File: config.mk
export PLATFORM = sky130hd
export DESIGN_NAME = uart_tx_fifo
export DESIGN_NICKNAME = d
export VERILOG_FILES = /design/src/rtl/uart_tx_fifo.sv
export SDC_FILE = /design/constraint.sdc
export NUM_CORES = 1
export LEC_CHECK = 0
export ABC_AREA = 1
export BUFFER_PORTS_ARGS = -buffer_cell sky130_fd_sc_hd__buf_2
export CORE_ASPECT_RATIO = 1.25
export CORE_MARGIN = 2
export CORE_UTILIZATION = 56
export CTS_CLUSTER_SIZE = 24
export DETAILED_ROUTE_END_ITERATION = 8
export HOLD_SLACK_MARGIN = 0.12
export PLACE_DENSITY = 0.75
export SLEW_MARGIN = 5
export SYNTH_ARGS = -nofsm -noshare
export SYNTH_HDL_FRONTEND = slang
export SYNTH_SLANG_ARGS = --single-unit
File: constraint.sdc
create_clock -name clk -period 1.8 [get_ports clk]
set_input_delay 0.09 -clock clk [delete_from_list [all_inputs] [get_ports clk]]
set_output_delay 0.09 -clock clk [all_outputs]
set_load 0.01 [all_outputs]
File: src/rtl/uart_tx_fifo.sv
// UART transmitter with byte FIFO; 8N1 frames, or 8E1 when UART_TX_PARITY_EN is defined.
// Async active-low reset; TxD is driven straight from a flop so it never glitches.
module uart_tx_fifo #(
    parameter int CLKS_PER_BIT = 868,
    parameter int FIFO_DEPTH   = 16
) (
    input  logic       clk,
    input  logic       reset,
    input  logic       WR,
    input  logic [7:0] dataIn,
    output logic       TxD,
    output logic       EMPTY,
    output logic       FULL,
    output logic       busy
);

    localparam int AW = $clog2(FIFO_DEPTH);
    localparam int BW = $clog2(CLKS_PER_BIT);
    localparam logic [BW-1:0] BAUD_LAST = BW'(CLKS_PER_BIT - 1);

    typedef enum logic [2:0] {
        IDLE,
        START,
        DATA,
        PARITY,
        STOP
    } state_t;

    state_t        r_state;
    logic [7:0]    r_mem [FIFO_DEPTH];
    logic [AW:0]   r_wptr;
    logic [AW:0]   r_rptr;
    logic [7:0]    r_shift;
    logic [2:0]    r_bit_idx;
    logic [BW-1:0] r_baud;
    logic          r_txd;
    logic          r_busy;
`ifdef UART_TX_PARITY_EN
    logic          r_parity;
`endif

    logic          w_empty;
    logic          w_full;
    logic          w_wr_en;
    logic          w_baud_end;
    logic          w_pop;
    logic [7:0]    w_head;

    assign w_empty    = (r_wptr == r_rptr);
    assign w_full     = (r_wptr[AW] != r_rptr[AW]) &&
                        (r_wptr[AW-1:0] == r_rptr[AW-1:0]);
    assign w_wr_en    = WR && !w_full;
    assign w_baud_end = (r_baud == BAUD_LAST);
    assign w_pop      = !w_empty &&
                        ((r_state == IDLE) ||
                         ((r_state == STOP) && w_baud_end));
    assign w_head     = r_mem[r_rptr[AW-1:0]];

    assign TxD   = r_txd;
    assign busy  = r_busy;
    assign EMPTY = w_empty;
    assign FULL  = w_full;

    // Storage is left uncleared on reset; the pointers alone define contents.
    always_ff @(posedge clk) begin
        if (w_wr_en) begin
            r_mem[r_wptr[AW-1:0]] <= dataIn;
        end
    end

    always_ff @(posedge clk or negedge reset) begin
        if (!reset) begin
            r_wptr <= '0;
            r_rptr <= '0;
        end else begin
            if (w_wr_en) begin
                r_wptr <= r_wptr + 1'b1;
            end
            if (w_pop) begin
                r_rptr <= r_rptr + 1'b1;
            end
        end
    end

    always_ff @(posedge clk or negedge reset) begin
        if (!reset) begin
            r_state   <= IDLE;
            r_txd     <= 1'b1;
            r_busy    <= 1'b0;
            r_baud    <= '0;
            r_bit_idx <= '0;
            r_shift   <= '0;
`ifdef UART_TX_PARITY_EN
            r_parity  <= 1'b0;
`endif
        end else begin
            unique case (r_state)
                IDLE: begin
                    r_baud <= '0;
                    if (w_pop) begin
                        r_shift  <= w_head;
`ifdef UART_TX_PARITY_EN
                        r_parity <= ^w_head;
`endif
                        r_state  <= START;
                        r_txd    <= 1'b0;
                        r_busy   <= 1'b1;
                    end
                end
                START: begin
                    if (w_baud_end) begin
                        r_baud    <= '0;
                        r_state   <= DATA;
                        r_txd     <= r_shift[0];
                        r_shift   <= r_shift >> 1;
                        r_bit_idx <= '0;
                    end else begin
                        r_baud <= r_baud + 1'b1;
                    end
                end
                DATA: begin
                    if (w_baud_end) begin
                        r_baud    <= '0;
                        r_bit_idx <= r_bit_idx + 1'b1;
                        if (r_bit_idx == 3'd7) begin
`ifdef UART_TX_PARITY_EN
                            r_state <= PARITY;
                            r_txd   <= r_parity;
`else
                            r_state <= STOP;
                            r_txd   <= 1'b1;
`endif
                        end else begin
                            r_txd   <= r_shift[0];
                            r_shift <= r_shift >> 1;
                        end
                    end else begin
                        r_baud <= r_baud + 1'b1;
                    end
                end
`ifdef UART_TX_PARITY_EN
                PARITY: begin
                    if (w_baud_end) begin
                        r_baud  <= '0;
                        r_state <= STOP;
                        r_txd   <= 1'b1;
                    end else begin
                        r_baud <= r_baud + 1'b1;
                    end
                end
`endif
                STOP: begin
                    if (w_baud_end) begin
                        r_baud <= '0;
                        // Chain straight into the next frame when data waits.
                        if (w_pop) begin
                            r_shift  <= w_head;
`ifdef UART_TX_PARITY_EN
                            r_parity <= ^w_head;
`endif
                            r_state  <= START;
                            r_txd    <= 1'b0;
                        end else begin
                            r_state <= IDLE;
                            r_txd   <= 1'b1;
                            r_busy  <= 1'b0;
                        end
                    end else begin
                        r_baud <= r_baud + 1'b1;
                    end
                end
                default: begin
                    r_state <= IDLE;
                    r_txd   <= 1'b1;
                    r_busy  <= 1'b0;
                    r_baud  <= '0;
                end
            endcase
        end
    end

endmodule

======== After elaboration in Yosys (flattened, before gate mapping) ========
Memories as Yosys holds them, arrays and structs flattened.
Cells that the tools add are included.
word-level totals
  register bits ........................... 36
  bits in latches ......................... 0
  bits in writable memories ............... 128
  bits in read-only memories .............. 0
  input bits .............................. 11
  output and inout bits ................... 4
  word-level logic and storage cells ...... 77
  memories kept ........................... 1
operators by class
  $add $sub $neg .......................... 4
  $mul .................................... 0
  divide/modulo/power cells ............... 0
  $lt $le $gt $ge ......................... 0
  equal/unequal tests ..................... 15
  shift-type cells ........................ 0
  muxes and demuxes ....................... 31
  bitwise gates (word level) .............. 1
  reductions and logical operators ........ 17
memories
  memory  depth  width  rd ports  clocked after memory_dff  write ports  RTL line  text
  r_mem   16     8      1         0                         1            30        logic [7:0] r_mem [FIFO_DEPTH];
operators by type and width
  cell                   number
  $mux 8                 5
  $pmux 8 s4             1
  $mux 3                 7
  $mux 10                2
  $ne 2x2->1 const B     7
  $mux 1                 12
  $pmux 3 s4             1
  $add 10x1->10 const B  1
  $add 5x1->5 const B    2
  $eq 10x10->1 const B   1
  $reduce_and 5->1       2
  $reduce_and 4->1       2
  $eq 3x3->1 const B     2
  $pmux 3 s2             1
  $eq 5x5->1             1
  $eq 4x4->1             1
  $logic_and 1x1->1      4
  $pmux 1 s4             1
  $reduce_bool 4->1      1
  $add 3x1->3 const B    1
  $eq 3x1->1 const B     1
  $eq 3x2->1 const B     1
  $logic_not 3->1        1
  $pmux 1 s3             1
  8 further kinds        9

======== Logic depth before layout (Yosys ltp) ========
Gate-level depths: netlist (run 1).
  depth in word-level cells ............... 7
  mapped depth ............................ 12
  gate-level depth less buffers ........... 11

======== Least setup slack after synthesis (run 1) ========
Ideal clock, no wire load.
  kind .................................... flip-flop to flip-flop
  start point ............................. register r_rptr[1]
  end point ............................... memory r_mem[12][0], enable pin
  library setup time ...................... 0.370 ns
  arrival time ............................ 1.558 ns
  data required time ...................... 1.430 ns
  setup slack ............................. -0.128 ns
  cell stages (with the launch flop) ...... 11
  buffers on the path ..................... 1
  clock period less this slack ............ 1.928 ns
  cell sequence ........................... dfrtp_1 > buf_4 > inv_2 > nand2_1 > nand2_1 > nor2_4 > nand3_1 > nand2_1 > inv_2 > nand2_1 > nor2_1
on the way
  word-level cells in the longest chain between the ends .. 6
RTL lines
  element                       RTL line  text
  start, declared               32        logic [AW:0] r_rptr;
  start signal, assigned        80        r_rptr <= r_rptr + 1'b1;
  $eq 4x4->1                    51        (r_wptr[AW-1:0] == r_rptr[AW-1:0]);
  $logic_and 1x1->1             50        assign w_full = (r_wptr[AW] != r_rptr[AW]) &&
  $logic_not 1->1               52        assign w_wr_en = WR && !w_full;
  $logic_and 1x1->1             52
  $mux 1                        66        if (w_wr_en) begin
  $mux 1 (implied by the code)  67        r_mem[r_wptr[AW-1:0]] <= dataIn;
  end, declared                 30
No other way between the ends.

======== Final worst setup path (run 1) ========
  start point ............................. register r_rptr[0]
  end point ............................... memory r_mem[5][5], enable pin
The elaborated chain is that of the path after synthesis.

==> results of run 1 <==
==> power by group <==
| part | internal (W) | leakage (nW) | switching (W) | total (W) |
|---|---|---|---|---|
| logic | 0.000459 | 1.80 | 0.000806 | 0.00126 |
| clock network | 0.00209 | 0.286 | 0.00155 | 0.00364 |
| registers | 0.00442 | 1.60 | 0.000103 | 0.00453 |
| total | 0.00697 | 3.68 | 0.00245 | 0.00942 |
==> worst reg2reg max path: stages, from the launching register on <==
cell,delay [ps]
dfrtp_2,430
inv_2,80
nand2_1,50
nand2_1,100
nor2_4,50
nand3_1,110
nand2_2,90
clkinv_4,100
nand2_4,90
nor2_1,130
buf_4,190
==> flip-flops by register name (all words and copies together) (netlist names) <==
name       cells
r_state        3
r_wptr         5
TxD            1
r_baud        10
r_bit_idx      3
r_rptr         5
r_shift        8
busy           1
r_mem        128
==> cell type report <==
class,instances,share of cell area
timing repair buffer,70,0.0676
clock inverter,14,0.0191
inverter,69,0.0300
multi-input combinational,484,0.271
tap,171,0.0243
sequential,164,0.540
clock buffer,18,0.0488
==> through the flow <==
step	instances	instance area [µm²]	setup slack [ps]	hold WS (ps)
2_1_floorplan	742	7470	-128	-206
3_3_place_gp	939	7950	2.07	165
3_5_place_dp	939	7950	-11.3	166
4_1_cts	981	8650	-40.3	246
5_1_grt	990	8800	-13.0	281
6_report	990	8800	80.6	237
==> cells in the mapped netlist, types with 2 or more instances <==
cell	n
nor2_1	46
inv_1	57
buf_6	2
dfrtp_1	35
clkbuf_1	9
nand3_2	2
xor2_1	9
nand2_4	3
inv_2	11
buf_2	12
a21oi_1	14
o21ai_0	9
o21ai_2	8
nand4_1	7
ha_1	8
nor3b_1	4
nor2_4	6
nand2_1	273
edfxtp_1	128
or2_2	7
nand3_1	70
nand3_4	3
nand2_2	6
==> worst paths after layout <==
path	end	slack, ps	start
worst min register to register	busy	480	busy
worst max register to register	r_mem[5][5]	80	r_rptr[0]
min in group clk	busy	480	busy
worst min-delay path	r_wptr[4]	240	reset
worst max-delay path	r_mem[5][5]	80	r_rptr[0]
max in group asynchronous	TxD	1220	reset
==> routing by layer <==
metal  vias to the layer above  track usage  wire length [µm]
met3                        57       0.0435              1130
met5                         -            0                 0
met1                      2511        0.297              6440
li1                       2552            -                 -
met4                         0        0.129               763
met2                       236        0.419              8710
==> kinds of logic after synthesis <==
kind of cell             count (synthesis)
buffers and inverters                   94
multiplexers                             1
AND/OR/NAND/NOR                        430
flip-flops                             164
adder cells (fa/ha/maj)                  8
AO/OA/AOI/OAI                           35
XOR/XNOR                                10
==> repair_timing <==
| action | CTS | global route |
|---|---|---|
| pin swaps | 0 | 3 |
| endpoints found under the hold margin | 147 | 0 |
| hold buffers | 10 | 0 |
| endpoints found under the setup margin | 88 | 137 |
| buffers inserted | 0 | 8 |
| cloned | 0 | 1 |
| resized for setup | 0 | 18 |
==> results.ini, run 1 <==
[status]
status=complete, no violations

[yosys]
synth_top_cell_area_share=0.515
syn_area_um2=7470
synth_area_leader_cell=edfxtp_1
synth-compound-area-share=0.0288
muxShareOfSynthArea=0.00134
synth-simple-area-share=0.256
synth_cell_types=36
seq_area_frac_synth=0.636
synthesis.nets=761
synthAdderAreaFrac=0.0134
synth-main-ff-cell=edfxtp_1
syn_avg_cell_area_um2=10.1
synth_cells=742
yosys.area_share.xor_xnor=0.0117
synth_top_family_by_area=simple AND/OR/NAND/NOR gates
synth-seq-cells=164
synth_edf_count=128
synth-warning-count=0
synthTopCellsByArea=edfxtp_1 51%, nand2_1 14%, dfrtp_1 12%
synth-async-reset-ratio=0.220

[floorplan]
io_pins=15
die_width_um=107
design.core.area_um2=13100
rows=47
start_util=0.569
fp.dieArea_um2=14300
fp.dieH_um=133

[sta]
finalMaxSlewViolations=0
setup_viol=0
final.period_utilization=0.955
finalHoldViolations=0
fin_worst_skew_ps=12.9
relSlewSlack=0.686
max_freq_mhz=582
tightestPinTransition_ps=470
fin_setup_tns_ps=0
min_period_ps=1720

[cells_and_area]
area_growth_pct=17.8
final_cell_mix=268 x nand2_1, 128 x edfxtp_1, 69 x nand3_1, 57 x inv_1, 41 x nor2_1
regArea_um2=4750
nFillCells=958
nets=825
final_common_cell=nand2_1
drive_gt1_frac=0.189
diodes=0
multi_input_area_um2=2380
final_core_util=0.671

[critical_path]
required_ps=1930
rr_worst_depth=10
critPathTopFamily=simple AND/OR/NAND/NOR gates
cp-start-kind=register
worstSetupPathType=register to register
cpMostUsedCell=nand2_1
cpPeakStageDelay_ps=430
critPathSlowestCell=dfrtp_2
crit_path_cell_trace=inv_2 > nand2_1 > nand2_1 > nor2_4 > nand3_1 > nand2_2 > clkinv_4 > nand2_4 > nor2_1 > buf_4
cp_num_cells=10
worstPathMaxFanout=8
arrival_ps=1850
cp_num_buf_inv=3
crit_path_end_kind=register

[cts]
cts_buffer_depth=2
numClockSinks=164
clkTransAtPathRegs_ps=70
cts_tree=built
clk-insertion-delay-late_ps=430
cts_inserted_buffers=17
htreeDepth=4
cts_root_buf=clkbuf_16

[placement]
hpwl_um=10900
gp_congestion=0.942
port_buffers=14

[grt]
antenna_found_initial=0
grt_pass1_wl_um=26400
grt_max_degree=66
overflow=0
grt_usage=0.246
grt_pass1_vias=5330

[routing]
wl_um=17000
drt_iter0_drc=579
dr_total_vias=5356
vias_per_cell=5.41
wl_per_cell_um=17.2
first_pass_iters=5
drcViolationCount=0
antenna_left=0

[power_and_ir_drop]
ir_worst_vdd_v=0.000940
p_per_area_nw_per_um2=1070
p_leak_nw=3.68
power_w=0.00942

[job]
maxCapViolCount=0

[min_path]
hp-class=input port to asynchronous set/reset pin

Note: power is estimated with default switching activity, not from simulation.
==> run 2, diff against run 1 <==
--- a/config.mk
+++ b/config.mk
@@ -5,7 +5,6 @@
 export SDC_FILE = /design/constraint.sdc
 export NUM_CORES = 1
 export LEC_CHECK = 0
-export ABC_AREA = 1
 export BUFFER_PORTS_ARGS = -buffer_cell sky130_fd_sc_hd__buf_2
 export CORE_ASPECT_RATIO = 1.25
 export CORE_MARGIN = 2
==> results.ini, run 2 <==
[status]
status=complete, but fails checks
violations=negative setup slack

[placement]
dp_cells=692
post-place-ws_ps=-281
gp_congestion=0.883
hpwl_um=9470
port_buffers=14

[sta]
max_freq_mhz=488
setup_viol=143
fin_worst_skew_ps=10.8
rsz0062_at_grt=yes
tightestPinTransition_ps=459
finalWorstSetupSlack_ps=-249
finalMaxSlewViolations=0
final.period_utilization=1.14
fin_setup_tns_ps=-27490
min_period_ps=2050
relSlewSlack=0.694
finalHoldViolations=0

[critical_path]
worstPathMaxFanout=8
arrival_ps=2150
crit_path_end_kind=register
cp-start-kind=register
worstSetupPathType=register to register
required_ps=1900

[cells_and_area]
drive_gt1_frac=0.326
nFillCells=768
nets=589
diodes=0
multi_input_area_um2=2470
fin_cells=747
largest_reg_flops=128
final_cell_mix=128 x edfxtp_1, 57 x mux2i_1, 57 x buf_4, 31 x dfrtp_1, 30 x nor2_1
final_common_cell=edfxtp_1
area_growth_pct=28.8
regArea_um2=4750

[yosys]
seq_area_frac_synth=0.681
synth-simple-area-share=0.0826
synth-main-ff-cell=edfxtp_1
synth_cell_types=48
synth-warning-count=0
synth-async-reset-ratio=0.220
synth_top_cell_area_share=0.552
synth-compound-area-share=0.0631
synth-seq-cells=164
syn_avg_cell_area_um2=14.7
synth_edf_count=128
synthTopCellsByArea=edfxtp_1 55%, dfrtp_1 13%, mux2i_1 8.5%
synth_area_leader_cell=edfxtp_1
ys_top_cells_by_count=128 x edfxtp_1, 59 x mux2i_1, 42 x nor2_1, 35 x dfrtp_1, 19 x nand2_1
synth_top_family_by_area=multiplexers
synthesis.nets=494
yosysMostFrequentCell=edfxtp_1
muxShareOfSynthArea=0.111
yosys.area_share.xor_xnor=0.0277
syn_area_um2=6960
synthAdderAreaFrac=0.0144
synth_cells=475

[power_and_ir_drop]
power_w=0.0132
p_leak_nw=3.31
ir_worst_vdd_v=0.00112
p_comb_frac=0.354
p_int_w=0.00887
power_frac_seq=0.378
power_switching_w=0.00430
swShare=0.327
clockPowerShare=0.268
p_per_area_nw_per_um2=1470

[grt]
antenna_found_initial=0
grt_pass1_wl_um=24500
grt_max_degree=34
grt_pass1_vias=4584
overflow=0
grt_usage=0.244

[floorplan]
die_width_um=104
design.core.area_um2=12200
fp.dieArea_um2=13300
fp.dieH_um=129
start_util=0.573
rows=45
io_pins=15

[cts]
clk-insertion-delay-late_ps=420
cts_tree=built
cts_inserted_buffers=17
clkTransAtPathRegs_ps=70
cts_buffer_depth=2
htreeDepth=4
cts_root_buf=clkbuf_16
numClockSinks=164

[routing]
vias_per_cell=5.82
wl_um=15200
drt_iter0_drc=374
wl_per_cell_um=20.3
dr_total_vias=4347
antenna_left=0
first_pass_iters=5
drcViolationCount=0

[min_path]
hp-class=input port to asynchronous set/reset pin

[job]
maxCapViolCount=0

-- run 2: cell types whose count changed after synthesis, moves of 7 or more --
cell and delta:
a21oi_1 -10, inv_2 -11, mux2i_1 +58, a22oi_1 +17
o22ai_1 +14, nand2_1 -254, mux2_2 +8, inv_1 -48
a31oi_1 +8, o21ai_2 -8, xnor2_1 +12, nand3_1 -54
nor3_1 +7
-- run 2: path summary, 6_finish.rpt --
kind / start / end / slack, ps / depth (start not counted)
worst max-delay path: r_rptr[2] / r_mem[5][3] / -250 / 8
max in group asynchronous: reset / r_wptr[1] / 1160 / 3
worst min-delay path: reset / r_rptr[4] / 130 / 2
worst min register to register: TxD / TxD / 480 / 2
min in group clk: WR / r_wptr[1] / 360 / 5
worst max register to register: r_rptr[2] / r_mem[5][3] / -250 / 8
-- run 2: critical path, stage by stage, from the launching register on --
cell and delay [ps]:
dfrtp_1 420, xor2_2 260, nor4_4 80, buf_4 160
a21boi_4 150, buf_12 180, nand2_8 80, buf_12 140
nor2_4 250
-- run 2: metal layers --
metal / global-route usage / routed length, µm
met1: 0.298 / 6060
met2: 0.438 / 8050
met3: 0.0527 / 752
met4: 0.0819 / 294
met5: 0 / 0
-- run 2: area by class of cell --
| class | instances | area share |
|---|---|---|
| Multi-Input combinational cell | 278 | 0.276 |
| Clock buffer | 17 | 0.0474 |
| Clock inverter | 15 | 0.0169 |
| Tap cell | 164 | 0.0229 |
| Timing Repair Buffer | 100 | 0.104 |
| Inverter | 9 | 0.00377 |
| Sequential cell | 164 | 0.530 |
-- run 2: metrics by stage --
| stage | instance area, µm² | hold WS [ps] | util |
|---|---|---|---|
| 5_1_grt | 8970 | 158 | 0.738 |
| 6_report | 8970 | 132 | 0.738 |
| 3_5_place_dp | 7910 | 46.2 | 0.651 |
| 3_3_place_gp | 7910 | 43.3 | 0.651 |
| 4_1_cts | 8880 | 135 | 0.730 |
| 2_1_floorplan | 7170 | -206 | - |
-- run 2: cells by family after synthesis --
kind of cell / Yosys count
AOI/OAI and AO/OA: 63
xor gates and xnor gates: 22
adders and majority gates: 8
buffers and inverters: 33
DFF: 164
muxes: 71
and+or+nand+nor: 114
-- run 2: what timing repair did --
item	4_1_cts	5_1_grt
hold buffers	9	0
hold endpoints to repair	164	0
setup endpoints to repair	147	164
resized for setup	32	21
pin swaps	23	19
buffers inserted	12	9
-- run 2: power groups by stage --
stage / clock (W) / combinational (W) / sequential (W)
finish: 0.00353 / 0.00467 / 0.00497
global route: 0.00371 / 0.00500 / 0.00503
CTS: 0.00355 / 0.00445 / 0.00497
detailed placement: 0 / 0.00397 / 0.00500
global placement: 0 / 0.00388 / 0.00497
floorplan: 0 / 0.00269 / 0.00497
==> run 3, diff against run 2 <==
--- a/config.mk
+++ b/config.mk
@@ -13,6 +13,7 @@
 export DETAILED_ROUTE_END_ITERATION = 8
 export HOLD_SLACK_MARGIN = 0.12
 export PLACE_DENSITY = 0.75
+export SETUP_SLACK_MARGIN = 0.2
 export SLEW_MARGIN = 5
 export SYNTH_ARGS = -nofsm -noshare
 export SYNTH_HDL_FRONTEND = slang
==> results.ini, run 3 (synthesis gave the netlist of run 2 again) <==
[routing]
first_pass_iters=5
vias_per_cell=5.78
wl_um=15000
dr_total_vias=4303
drt_iter0_drc=305
wl_per_cell_um=20.1
drcViolationCount=0
antenna_left=0

[cells_and_area]
drive_gt1_frac=0.341
final_common_cell=edfxtp_1
regArea_um2=4750
area_growth_pct=30.4
nets=586
fin_cells=744
nFillCells=732
final_core_util=0.747
largest_reg_flops=128
final_cell_mix=128 x edfxtp_1, 59 x mux2i_1, 46 x buf_4, 33 x dfrtp_1, 22 x nor2_1
diodes=0
multi_input_area_um2=2520

[floorplan]
start_util=0.573
fp.dieH_um=129
design.core.area_um2=12200
fp.dieArea_um2=13300
rows=45
die_width_um=104
io_pins=15

[min_path]
hp-class=input port to asynchronous set/reset pin

[grt]
grt_pass1_vias=4414
grt_max_degree=29
gr-max-usage-layer=met2
antenna_found_initial=0
grt_pass1_wl_um=23400
overflow=0
grt_usage=0.233
use_met1=0.285
met3_usage=0.0456
met2_usage=0.408

[sta]
finalHoldViolations=0
relSlewSlack=0.583
finalMaxSlewViolations=0
finalWorstSetupSlack_ps=-277
final.period_utilization=1.15
tightestPinTransition_ps=625
fin_worst_skew_ps=7.83
min_period_ps=2080
hold_ws_ps=218
rsz0062_at_grt=yes
fin_setup_tns_ps=-26440
setup_viol=145
max_freq_mhz=482

[critical_path]
worstPathMaxFanout=8
arrival_ps=2380
crit_path_end_kind=register
worstSetupPathType=register to register
required_ps=2100
cp-start-kind=register

[power_and_ir_drop]
clockPowerShare=0.270
power_w=0.0134
p_int_w=0.00900
power_switching_w=0.00436
p_comb_frac=0.358
p_leak_nw=3.38
p_per_area_nw_per_um2=1470
power_frac_seq=0.372
ir_worst_vdd_v=0.000791
swShare=0.326

[placement]
hpwl_um=9350
port_buffers=14
gp_congestion=0.842
dp_cells=688

[job]
maxCapViolCount=0

[cts]
cts_inserted_buffers=17
clkTransAtPathRegs_ps=60
cts_tree=built
htreeDepth=4
numClockSinks=164
clk-insertion-delay-late_ps=420
cts_root_buf=clkbuf_16
cts_buffer_depth=2

[status]
status=complete, but fails checks
violations=negative setup slack

[run 3: cell count changes in the layout (fill, tap and decap cells not counted), sizes merged]
cell	before	now
inv	14	17
dlygate4sd3	9	10
bufbuf	0	1
clkinv	6	3
clkinvlp	2	1
clkbuf	17	18
buf	91	86
[run 3: power groups by stage]
stage | combinational [W] | clock, W | sequential, W
global route | 0.00512 | 0.00379 | 0.00502
CTS | 0.00454 | 0.00366 | 0.00496
global placement | 0.00392 | 0 | 0.00497
floorplan | 0.00270 | 0 | 0.00497
finish | 0.00479 | 0.00360 | 0.00497
detailed placement | 0.00402 | 0 | 0.00499
[run 3: layout make-up]
| type | count | share of cell area |
|---|---|---|
| multi-input combinational | 278 | 0.278 |
| clock buffer | 18 | 0.0473 |
| tap | 164 | 0.0226 |
| inverter | 9 | 0.00400 |
| sequential | 164 | 0.523 |
| clock inverter | 14 | 0.0182 |
| timing repair buffer | 97 | 0.107 |
[run 3: routing by layer]
layer,part of all wire,wire (µm)
met3,0.041,618
met4,0.023,342
met2,0.54,8050
met1,0.40,5970
met5,0,0
[run 3: stage by stage]
step                setup WS [ps]  instance area (µm²)
floorplan                    -309                 7190
global placement             -296                 7910
detailed placement           -316                 7910
CTS                          -251                 8920
global route                 -347                 9080
finish                       -277                 9080
[run 3: critical path, cell delays in order (launching register included)]
cell	delay (ps)
dfrtp_1	350
ha_2	220
and4b_2	270
nand3_4	120
nor4b_2	310
buf_4	190
nor3_4	50
buf_12	150
mux2_4	300
[run 3: what timing repair did]
item,CTS,global route
hold endpoints to repair,165,0
pin swaps,22,18
setup buffers,7,5
resized for setup,45,29
endpoints found under the setup margin,164,165
hold buffers,10,0
gates cloned,1,1
[run 3: final timing paths]
check	startpoint	end	slack, ps	cells after the start
setup reg to reg	r_baud[1]	r_shift[4]	-280	8
setup / recovery	r_baud[1]	r_shift[4]	-280	8
hold / removal	reset	busy	220	2
hold reg to reg	TxD	TxD	480	2
max in group asynchronous	reset	r_baud[6]	1060	3
min in group clk	TxD	TxD	480	2
